$ cat src/rtl/pio_fifo_pkg.sv
// pio_fifo_pkg
//   Shared constants for the PIO per-state-machine FIFO pair.
//   DEPTH  : per-direction depth in 32-bit words (power of two, >= 2).
//   LW     : level width. A level must hold 2*DEPTH inclusive when the
//            two banks are joined, so LW = $clog2(2*DEPTH) + 1.
//   lim_sel_e : which capacity a FIFO currently has (none/single/double).
//   FLAG_* : bit positions of the sticky debug flags.
package pio_fifo_pkg;

   localparam int DEPTH = 4;
   localparam int LW    = 4;
   localparam int DW    = 32;

   typedef enum logic [1:0] {
      LIM_NONE   = 2'd0,
      LIM_SINGLE = 2'd1,
      LIM_DOUBLE = 2'd2
   } lim_sel_e;

   localparam int FLAG_TX_OVER  = 0;
   localparam int FLAG_TX_STALL = 1;
   localparam int FLAG_RX_UNDER = 2;
   localparam int FLAG_RX_STALL = 3;
   localparam int NFLAGS        = 4;

   // Capacity of one direction given its own join bit and the other one.
   // Both join bits set is treated as no join at all.
   function automatic lim_sel_e mode_sel(input logic own_join, input logic other_join);
      if (own_join && !other_join)
         return LIM_DOUBLE;
      else if (other_join && !own_join)
         return LIM_NONE;
      else
         return LIM_SINGLE;
   endfunction

endpackage

$ cat src/rtl/pio_fifo_core.sv
// pio_fifo_core
//   Circular buffer of 2*DEPTH 32-bit words whose usable capacity is set at
//   run time by `limit` (0, DEPTH or 2*DEPTH). Pointers wrap at `limit`.
//   Ports:
//     clk, rst         : clock, asynchronous active-high reset
//     limit            : current capacity in words
//     flush            : clears level and pointers; discards push/pop
//     push, wdata      : write request and data
//     pop              : read request (head is show-ahead)
//     empty, full      : status (limit 0 reads as both empty and full)
//     level            : occupancy
//     head             : current head word, 0 while empty
//     overflow         : push refused because full and no pop freed a slot
//     underflow        : pop refused because empty
module pio_fifo_core
   import pio_fifo_pkg::*;
#(
   parameter int DEPTH = pio_fifo_pkg::DEPTH,
   parameter int LW    = pio_fifo_pkg::LW
) (
   input  logic          clk,
   input  logic          rst,
   input  logic [LW-1:0] limit,
   input  logic          flush,
   input  logic          push,
   input  logic [31:0]   wdata,
   input  logic          pop,
   output logic          empty,
   output logic          full,
   output logic [LW-1:0] level,
   output logic [31:0]   head,
   output logic          overflow,
   output logic          underflow
);

   localparam int SLOTS = 2 * DEPTH;
   localparam int PW    = $clog2(SLOTS);

   logic [DW-1:0]  mem [0:SLOTS-1];
   logic [PW-1:0]  wr_ptr_reg, rd_ptr_reg;
   logic [PW-1:0]  wr_ptr_next, rd_ptr_next;
   logic [LW-1:0]  level_reg, level_next;
   logic           lim_zero, push_acc, pop_acc;

   assign lim_zero = (limit == '0);
   assign empty    = (level_reg == '0);
   assign full     = (level_reg >= limit);

   // A pop on a full FIFO frees the slot the same edge, so a concurrent push
   // is still taken. An empty FIFO never bypasses: the pop is simply refused.
   assign pop_acc  = pop & ~empty & ~flush;
   assign push_acc = push & (~full | pop_acc) & ~flush;

   assign overflow  = push & full & ~pop_acc & ~lim_zero & ~flush;
   assign underflow = pop & empty & ~lim_zero & ~flush;

   assign level = level_reg;
   assign head  = empty ? '0 : mem[rd_ptr_reg];

   always_comb begin
      wr_ptr_next = wr_ptr_reg;
      rd_ptr_next = rd_ptr_reg;
      level_next  = level_reg;
      if (push_acc)
         wr_ptr_next = (LW'(wr_ptr_reg) + LW'(1) >= limit) ? '0 : wr_ptr_reg + PW'(1);
      if (pop_acc)
         rd_ptr_next = (LW'(rd_ptr_reg) + LW'(1) >= limit) ? '0 : rd_ptr_reg + PW'(1);
      case ({push_acc, pop_acc})
         2'b10:   level_next = level_reg + LW'(1);
         2'b01:   level_next = level_reg - LW'(1);
         default: level_next = level_reg;
      endcase
   end

   always_ff @(posedge clk or posedge rst) begin
      if (rst) begin
         wr_ptr_reg <= '0;
         rd_ptr_reg <= '0;
         level_reg  <= '0;
      end else if (flush) begin
         wr_ptr_reg <= '0;
         rd_ptr_reg <= '0;
         level_reg  <= '0;
      end else begin
         wr_ptr_reg <= wr_ptr_next;
         rd_ptr_reg <= rd_ptr_next;
         level_reg  <= level_next;
      end
   end

   // Storage is not reset; head is masked to 0 while empty instead.
   always_ff @(posedge clk) begin
      if (push_acc)
         mem[wr_ptr_reg] <= wdata;
   end

endmodule

$ cat src/rtl/pio_fifo_pair.sv
// pio_fifo_pair
//   TX/RX FIFO pair between the system bus and one PIO state machine.
//   Ports:
//     clk, reset                 : clock, asynchronous active-high reset
//     join_tx, join_rx           : fold both banks into TX or RX
//     sys_tx_push, sys_tx_data   : system write into TX
//     sys_rx_pop, sys_rx_data    : system read from RX (show-ahead)
//     mach_step                  : qualifies every machine-side strobe
//     mach_pull, mach_din,
//     mach_tx_empty              : machine side of TX (PULL)
//     mach_push, mach_dout,
//     mach_rx_full               : machine side of RX (PUSH)
//     tx_level, rx_level,
//     tx_full, rx_empty          : occupancy and system-side status
//     dbg_clear                  : clears sticky flags (set wins)
//     tx_over, tx_stall,
//     rx_under, rx_stall         : sticky debug flags
module pio_fifo_pair
   import pio_fifo_pkg::*;
#(
   parameter int DEPTH = pio_fifo_pkg::DEPTH,
   parameter int LW    = pio_fifo_pkg::LW
) (
   input  logic          clk,
   input  logic          reset,
   input  logic          join_tx,
   input  logic          join_rx,
   input  logic          sys_tx_push,
   input  logic [31:0]   sys_tx_data,
   input  logic          sys_rx_pop,
   output logic [31:0]   sys_rx_data,
   input  logic          mach_step,
   input  logic          mach_pull,
   output logic [31:0]   mach_din,
   output logic          mach_tx_empty,
   input  logic          mach_push,
   input  logic [31:0]   mach_dout,
   output logic          mach_rx_full,
   output logic [LW-1:0] tx_level,
   output logic [LW-1:0] rx_level,
   output logic          tx_full,
   output logic          rx_empty,
   input  logic          dbg_clear,
   output logic          tx_over,
   output logic          tx_stall,
   output logic          rx_under,
   output logic          rx_stall
);

   function automatic logic [LW-1:0] lim_val(input lim_sel_e sel);
      case (sel)
         LIM_DOUBLE: return LW'(2 * DEPTH);
         LIM_SINGLE: return LW'(DEPTH);
         default:    return '0;
      endcase
   endfunction

   logic              join_tx_reg, join_rx_reg;
   logic              flush;
   logic [LW-1:0]     tx_limit, rx_limit;
   logic              tx_pop, rx_push_req, rx_push;
   logic              tx_ovf, tx_unf, rx_ovf_unused, rx_unf;
   logic [NFLAGS-1:0] flags_reg, flag_set;

   assign tx_limit = lim_val(mode_sel(join_tx, join_rx));
   assign rx_limit = lim_val(mode_sel(join_rx, join_tx));

   // Any edge on a join bit reshapes the storage, so both FIFOs are emptied
   // on the edge that ends the change cycle and that cycle's strobes are lost.
   assign flush = (join_tx != join_tx_reg) | (join_rx != join_rx_reg);

   always_ff @(posedge clk or posedge reset) begin
      if (reset) begin
         join_tx_reg <= 1'b0;
         join_rx_reg <= 1'b0;
      end else begin
         join_tx_reg <= join_tx;
         join_rx_reg <= join_rx;
      end
   end

   assign tx_pop      = mach_step & mach_pull;
   assign rx_push_req = mach_step & mach_push;
   // The machine sees `full` and stalls, so RX never takes a push while full.
   assign rx_push     = rx_push_req & ~mach_rx_full;

   pio_fifo_core #(.DEPTH(DEPTH), .LW(LW)) u_tx (
      .clk       (clk),
      .rst       (reset),
      .limit     (tx_limit),
      .flush     (flush),
      .push      (sys_tx_push),
      .wdata     (sys_tx_data),
      .pop       (tx_pop),
      .empty     (mach_tx_empty),
      .full      (tx_full),
      .level     (tx_level),
      .head      (mach_din),
      .overflow  (tx_ovf),
      .underflow (tx_unf)
   );

   pio_fifo_core #(.DEPTH(DEPTH), .LW(LW)) u_rx (
      .clk       (clk),
      .rst       (reset),
      .limit     (rx_limit),
      .flush     (flush),
      .push      (rx_push),
      .wdata     (mach_dout),
      .pop       (sys_rx_pop),
      .empty     (rx_empty),
      .full      (mach_rx_full),
      .level     (rx_level),
      .head      (sys_rx_data),
      .overflow  (rx_ovf_unused),
      .underflow (rx_unf)
   );

   always_comb begin
      flag_set                = '0;
      flag_set[FLAG_TX_OVER]  = tx_ovf;
      flag_set[FLAG_TX_STALL] = tx_unf;
      flag_set[FLAG_RX_UNDER] = rx_unf;
      flag_set[FLAG_RX_STALL] = rx_push_req & mach_rx_full & (rx_limit != '0) & ~flush
                                | rx_ovf_unused;
   end

   always_ff @(posedge clk or posedge reset) begin
      if (reset)
         flags_reg <= '0;
      else
         flags_reg <= (dbg_clear ? '0 : flags_reg) | flag_set;
   end

   assign tx_over  = flags_reg[FLAG_TX_OVER];
   assign tx_stall = flags_reg[FLAG_TX_STALL];
   assign rx_under = flags_reg[FLAG_RX_UNDER];
   assign rx_stall = flags_reg[FLAG_RX_STALL];

endmodule
$ cat config.mk
export PLATFORM = sky130hd
export DESIGN_NAME = pio_fifo_pair
export DESIGN_NICKNAME = d
export VERILOG_FILES = /design/src/rtl/pio_fifo_pkg.sv /design/src/rtl/pio_fifo_core.sv /design/src/rtl/pio_fifo_pair.sv
export SDC_FILE = /design/constraint.sdc
export NUM_CORES = 1
export LEC_CHECK = 0
export BUFFER_PORTS_ARGS = -buffer_cell sky130_fd_sc_hd__buf_4
export CAP_MARGIN = 5
export CORE_MARGIN = 2
export CORE_UTILIZATION = 52
export CTS_CLUSTER_DIAMETER = 200
export DETAILED_ROUTE_END_ITERATION = 10
export GPL_TIMING_DRIVEN = 0
export PLACE_DENSITY = 0.73
export REMOVE_ABC_BUFFERS = 1
export SYNTH_ARGS = -nofsm -noshare
export SYNTH_HDL_FRONTEND = slang
export SYNTH_SLANG_ARGS = --single-unit
$ cat constraint.sdc
create_clock -name clk -period 5.95 [get_ports clk]
set_input_delay 0.595 -clock clk [delete_from_list [all_inputs] [get_ports clk]]
set_output_delay 0.595 -clock clk [all_outputs]
set_load 0.02 [all_outputs]
Yosys cells after proc, flatten, opt, wreduce, memory -nomap -nowiden --
Memories as Yosys holds them, arrays and structs flattened. Index checks and enable logic that the tools add are counted.
Operators by class: add/subtract/negate cells 12, magnitude comparators 6, eq/ne operators 10, bitwise operators 42, multiplexer cells 29, reduce and logical (&&, ||, !) cells 15
Operators with widths (count):
- 2-to-1 mux 32 bit | 2
- 2-to-1 mux 3 bit | 12
- case mux 4 bit (2 select lines) | 4
- bitwise AND 1 bit | 28
- greater-or-equal comparator 4 bit | 6
- adder 3 x 1 -> 4 bit (second input constant) | 4
- logical NOT 4 bit | 4
- adder 3 x 1 -> 3 bit (second input constant) | 4
- 2-to-1 mux 4 bit | 3
- inverter 1 bit | 9
- adder 4 x 1 -> 4 bit (second input constant) | 2
- equality test 2 x 1 -> 1 bit (second input constant) | 4
- equality test 2 bit (second input constant) | 4
- nonzero test 2 bit | 4
- subtractor 4 x 1 -> 4 bit (second input constant) | 2
- 2-to-1 mux 1 bit | 6
- nonzero test 3 bit | 2
- 2-to-1 mux 2 bit | 2
- OR 1 bit | 4
- OR 4 bit | 1
- nonzero test 4 bit | 1
- logical AND 1 bit | 2
- logical NOT 1 bit | 2
- inequality test 1 bit | 2
Word-level totals: flip-flop bits (word level) 26, output and inout port bits 80, logic and storage cells 125, bits of input ports 74, RAM bits 512, memories kept 2
Memory list:
- u_rx.mem | depth 8, bits a word 32, read ports 1, clocked after Yosys merged registers in 0, write ports 1, line pio_fifo_core.sv:39 | logic [DW-1:0] mem [0:SLOTS-1];
- u_tx.mem | depth 8, bits a word 32, read ports 1, clocked after Yosys merged registers in 0, write ports 1, line pio_fifo_core.sv:39

Logic depth before layout (Yosys ltp) --
depth in word-level cells 15, mapped depth 11, gate-level depth less buffers 11

By module --
A second synthesis with hierarchy kept.
Second synthesis, totals: cell total of the unflattened synthesis 1061, area, all modules 21674.5 sq um
Modules (own cells, without submodules):
- pio_fifo_core | instances 2, cells each 518, area each 10697.8 sq um, sequential area each 7937.6 sq um
- pio_fifo_pair | instances 1, cells each 25, area each 279.0 sq um, sequential area each 150.1 sq um

Worst setup path before layout --
OpenSTA, ideal clock, no wires.
path type input to register, from input port join_tx, to memory u_rx.mem[0][0] (enable), stages 7, setup time 0.461 ns, data arrival time 4.113 ns, path buffers 0, required time 5.489 ns, path slack 1.376 ns, cell sequence inv_1 > ha_1 > inv_1 > ha_1 > a211o_1 > or3_1 > nor3_1
Between the ends: longest elaborated chain between the ends 12, elaborated cells between the ends (all ways) 20, classes of those cells order compare (1); eq/ne (3); mux (5); bitwise (8); reduce/logical (3)
Ends and longest elaborated chain:
- start: declaration | line pio_fifo_pair.sv:26 | input logic join_tx,
- logical AND 1 bit or logical NOT 1 bit (tied branches) | line pio_fifo_pkg.sv:31, pio_fifo_pkg.sv:29
- 2-to-1 mux 1 bit or logical AND 1 bit (tied branches) | line pio_fifo_pkg.sv:31, pio_fifo_pkg.sv:29
- 2-to-1 mux 2 bit | line pio_fifo_pkg.sv:29 | if (own_join && !other_join)
- equality test 2 x 1 -> 1 bit or equality test 2 bit (tied branches) | line pio_fifo_pair.sv:51 | case (sel)
- case mux 4 bit (2 select lines) | line pio_fifo_pair.sv:51
- greater-or-equal comparator 4 bit | line pio_fifo_core.sv:47 | assign full = (level_reg >= limit);
- inverter 1 bit | line pio_fifo_core.sv:52, pio_fifo_pair.sv:85
- bitwise AND 1 bit or OR 1 bit (tied branches) | line pio_fifo_pair.sv:85, pio_fifo_core.sv:52
- bitwise AND 1 bit | line pio_fifo_core.sv:52 | assign push_acc = push & (~full | pop_acc) & ~flush;
- bitwise AND 1 bit * | line pio_fifo_core.sv:52
- 2-to-1 mux 1 bit * | line pio_fifo_core.sv:93 | if (push_acc)
- 2-to-1 mux 1 bit (not written as such) * | line pio_fifo_core.sv:94 | mem[wr_ptr_reg] <= wdata;
- end: declaration | line pio_fifo_core.sv:39
Every way passes the cells marked *; elsewhere a longest branch is shown, timed or not.

Worst setup path after layout --
from register join_tx_reg, to memory u_rx.mem[1][17] (enable)
Between the ends: longest elaborated chain between the ends 9
Ends and longest elaborated chain:
- start: declaration | line pio_fifo_pair.sv:58 | logic join_tx_reg, join_rx_reg;
- start signal: assignment | line pio_fifo_pair.sv:77 | join_tx_reg <= join_tx;
- inequality test 1 bit * | line pio_fifo_pair.sv:70 | assign flush = (join_tx != join_tx_reg) | (join_rx != join_rx_reg);
- OR 1 bit * | line pio_fifo_pair.sv:70
- inverter 1 bit * | line pio_fifo_core.sv:51, pio_fifo_core.sv:52
- bitwise AND 1 bit | line pio_fifo_core.sv:51 | assign pop_acc = pop & ~empty & ~flush;
- OR 1 bit | line pio_fifo_core.sv:52
- bitwise AND 1 bit | line pio_fifo_core.sv:52
- bitwise AND 1 bit * | line pio_fifo_core.sv:52
- 2-to-1 mux 1 bit * | line pio_fifo_core.sv:93
- 2-to-1 mux 1 bit (not written as such) * | line pio_fifo_core.sv:94
Marks and branches as above.

==> impl_metrics.py <==
metrics = {
    "worst_setup_path": {
        "start_kind": "register",
        "startpoint": "join_tx_reg",
        "r2r-end": "u_rx.mem[1][17]",
        "crit_required_ns": 6.23,
        "crit_arrival_ns": 3.98,
        "r2r_cells": 6,
        "crit_fanout": 17,
        "timing.rr.start": "join_tx_reg",
        "regToRegSetupSlack_ns": 2.26,
        "crit_type": "register to register",
        "endpoint": "u_rx.mem[1][17]",
        "cp-end-kind": "register",
    },
    "place": {
        "dp_slack_ns": 1.83,
        "gp_congestion": 0.785,
        "dpl.hpwl_um": 25800,
        "place_area_um2": 23600,
        "io_buffers": 153,
    },
    "timing": {
        "fin_crit_sh": 0.621,
        "rsz0062_at_grt": "no",
        "final-hold-violation-count": 0,
        "clock_skew_ns": 0.00835,
        "setup_violations": 0,
        "tightest_slew_ns": 1.22,
        "setup_tns_ns": 0,
        "max_freq_mhz": 271,
        "max_slew_margin": 0.181,
        "timing.final.crit_period_ns": 3.69,
        "postLayoutSetupSlackWorst_ns": 2.26,
        "final_max_slew_viol_count": 0,
    },
    "worst_hold_path": {
        "hold_path_class": "input port to register",
    },
    "layout": {
        "syn_to_final_growth_pct": 18.1,
        "reg.largest.list": "u_rx.mem (256), u_tx.mem (256)",
        "seqCellArea_um2": 16000,
        "layout-drive-gt1-share": 0.328,
        "fillers": 2760,
        "design_area_um2": 25200,
        "diodes": 0,
        "multi_input_area_um2": 5110,
        "post-route-util": 0.619,
        "fin_nets": 1312,
    },
    "synthesis": {
        "ys_ff_latch": 538,
        "synth_top_cell_by_area": "edfxtp_1",
        "ys_seq_area_frac": 0.752,
        "synth_edf_count": 512,
        "synth_top_area_frac": 0.722,
        "syn_area_um2": 21300,
        "syn_area_per_cell_um2": 20.6,
        "ys_types": 62,
        "ys_warn_count": 0,
        "async_reset_ff_frac": 0.0483,
        "syn_inst": 1034,
        "synth-main-ff-cell": "edfxtp_1",
        "synth_top_cells_by_area": "edfxtp_1 (72%), mux4_2 (14%), mux2i_1 (3.2%)",
    },
    "outcome": {
        "status": "finished, final reports clean",
    },
    "clock_tree": {
        "htreeDepth": 2,
        "cts-root-buf": "clkbuf_16",
        "cts_tree": "yes",
        "clock_latency_ns": 0.58,
        "ctsHoldBuffers": 0,
        "cts-resized-gates": 0,
        "path_clk_slew_ns": 0.06,
        "post-cts-setup-buffer-count": 0,
        "clock-sinks": 538,
        "clockBufferDepth": 3,
        "cts_made_buffers": 52,
    },
    "power": {
        "p_leak_nw": 8.10,
        "max-vdd-ir-drop_v": 0.000268,
        "p_per_area_nw_per_um2": 299,
        "total_power_mw": 7.53,
    },
    "die": {
        "io_pins": 154,
        "start_util": 0.524,
        "die_area_um2": 42600,
        "fp.dieH_um": 206,
        "die_w_um": 206,
        "coreArea_um2": 40600,
        "rows": 74,
    },
    "grt": {
        "antenna_found_initial": 1,
        "grt_pass1_vias": 10900,
        "grt_pass1_wl_um": 63600,
        "grt.overflow.total": 0,
        "track_usage": 0.202,
        "grt_max_degree": 45,
    },
    "routing": {
        "wl_per_cell_um": 23.3,
        "first_pass_iters": 5,
        "num_vias": 10400,
        "drt_iter0_drc": 611,
        "post_drt_via_cell_ratio": 5.77,
        "routed_wl_um": 41900,
        "drc": 0,
        "ant_nets": 0,
    },
    "flow_run": {
        "max-cap-violations": 0,
    },
}
[cells in the final DEF (no fill, tap or decap), types with 3 or more instances in the layout]
cell,synthesis,routed
mux2i_1,69,69
clkinv_1,0,12
clkinv_2,0,6
clkbuf_1,24,19
dfrtp_4,0,4
xnor2_1,4,4
nand3_1,8,8
o22ai_1,4,4
edfxtp_1,512,512
clkbuf_16,0,53
and3_1,4,4
nand2_1,24,24
buf_12,0,14
buf_6,1,11
nor2_1,85,73
inv_2,3,3
ha_1,14,14
nand2b_1,9,9
buf_16,0,4
nor2b_1,3,3
or3_1,5,5
buf_8,0,3
nor2_4,0,12
xor2_1,5,5
buf_4,3,155
mux4_2,128,128
nor3_2,0,4
a21oi_1,10,10
o21ai_0,4,4
dfrtp_1,26,20
nor4_1,4,4
inv_1,12,12
nand4b_1,3,3
[critical path: stages (launching register included)]
cell and delay, ns:
dfrtp_1 0.38, xor2_1 0.19, nor2_1 0.93, nand3_1 0.56, nor3_2 0.90, buf_6 0.26
buf_6 0.17
[Yosys cell counts (4+ instances only)]
library cell,instances
edfxtp_1,512
mux4_2,128
nor2_1,85
mux2i_1,69
dfrtp_1,26
clkbuf_1,24
nand2_1,24
buf_2,16
ha_1,14
inv_1,12
a21oi_1,10
nand2b_1,9
nand3_1,8
buf_1,7
nor3_1,6
or3_1,5
xor2_1,5
and3_1,4
nor4_1,4
o21ai_0,4
o22ai_1,4
xnor2_1,4
[how the worst min path moves through the flow]
stage | start | endpoint | slack (ns) | cells past startpoint
final | join_rx | join_rx_reg | 0.16 | 1
after global routing | join_rx | join_rx_reg | 0.14 | 1
after CTS | join_tx | join_tx_reg | 0.13 | 1
after detailed placement | flags_reg[1] | flags_reg[1] | 0.49 | 2
after global placement | flags_reg[1] | flags_reg[1] | 0.48 | 2
after floorplan | u_rx.wr_ptr_reg[0] | u_rx.wr_ptr_reg[0] | 0.55 | 2
[through the flow]
stage                     std cells  hold slack (ns)
after floorplan                 983            0.553
after global placement         1668            0.479
after detailed placement       1702            0.491
after CTS                      1797            0.125
after global routing           1797            0.141
final                          1797            0.162
[final cells by class]
cell class,instances,area share
Sequential cell,538,0.638
Multi-Input combinational cell,430,0.203
Timing Repair Buffer,187,0.0685
Clock buffer,72,0.0556
Tap cell,532,0.0265
Clock inverter,23,0.00627
Inverter,15,0.00224
[power breakdown]
group	internal [mW]	total (mW)	switching [mW]
combinational	0.125	0.310	0.186
clock	1.72	3.04	1.32
sequential	4.16	4.18	0.0120
total	6.01	7.53	1.52
[logic make-up (layout without fill, tap and decap cells)]
| group | Yosys count | count (layout) | share of synthesized area |
|---|---|---|---|
| AOI/OAI and AO/OA | 44 | 44 | 0.0173 |
| DFF | 538 | 538 | 0.752 |
| xor gates and xnor gates | 9 | 9 | 0.00370 |
| and+or+nand+nor | 165 | 165 | 0.0368 |
| muxes | 198 | 198 | 0.168 |
| adders and majority gates | 14 | 14 | 0.00822 |
| buffers and inverters | 66 | 297 | 0.0135 |
[routing by layer]
layer	GRT usage	part of all wire	wire, µm
met5	0	0.00031	13
met4	0.0566	0.017	707
met3	0.0432	0.056	2360
met2	0.347	0.51	21400
met1	0.262	0.41	17400
(Power assumes the default switching activity.)
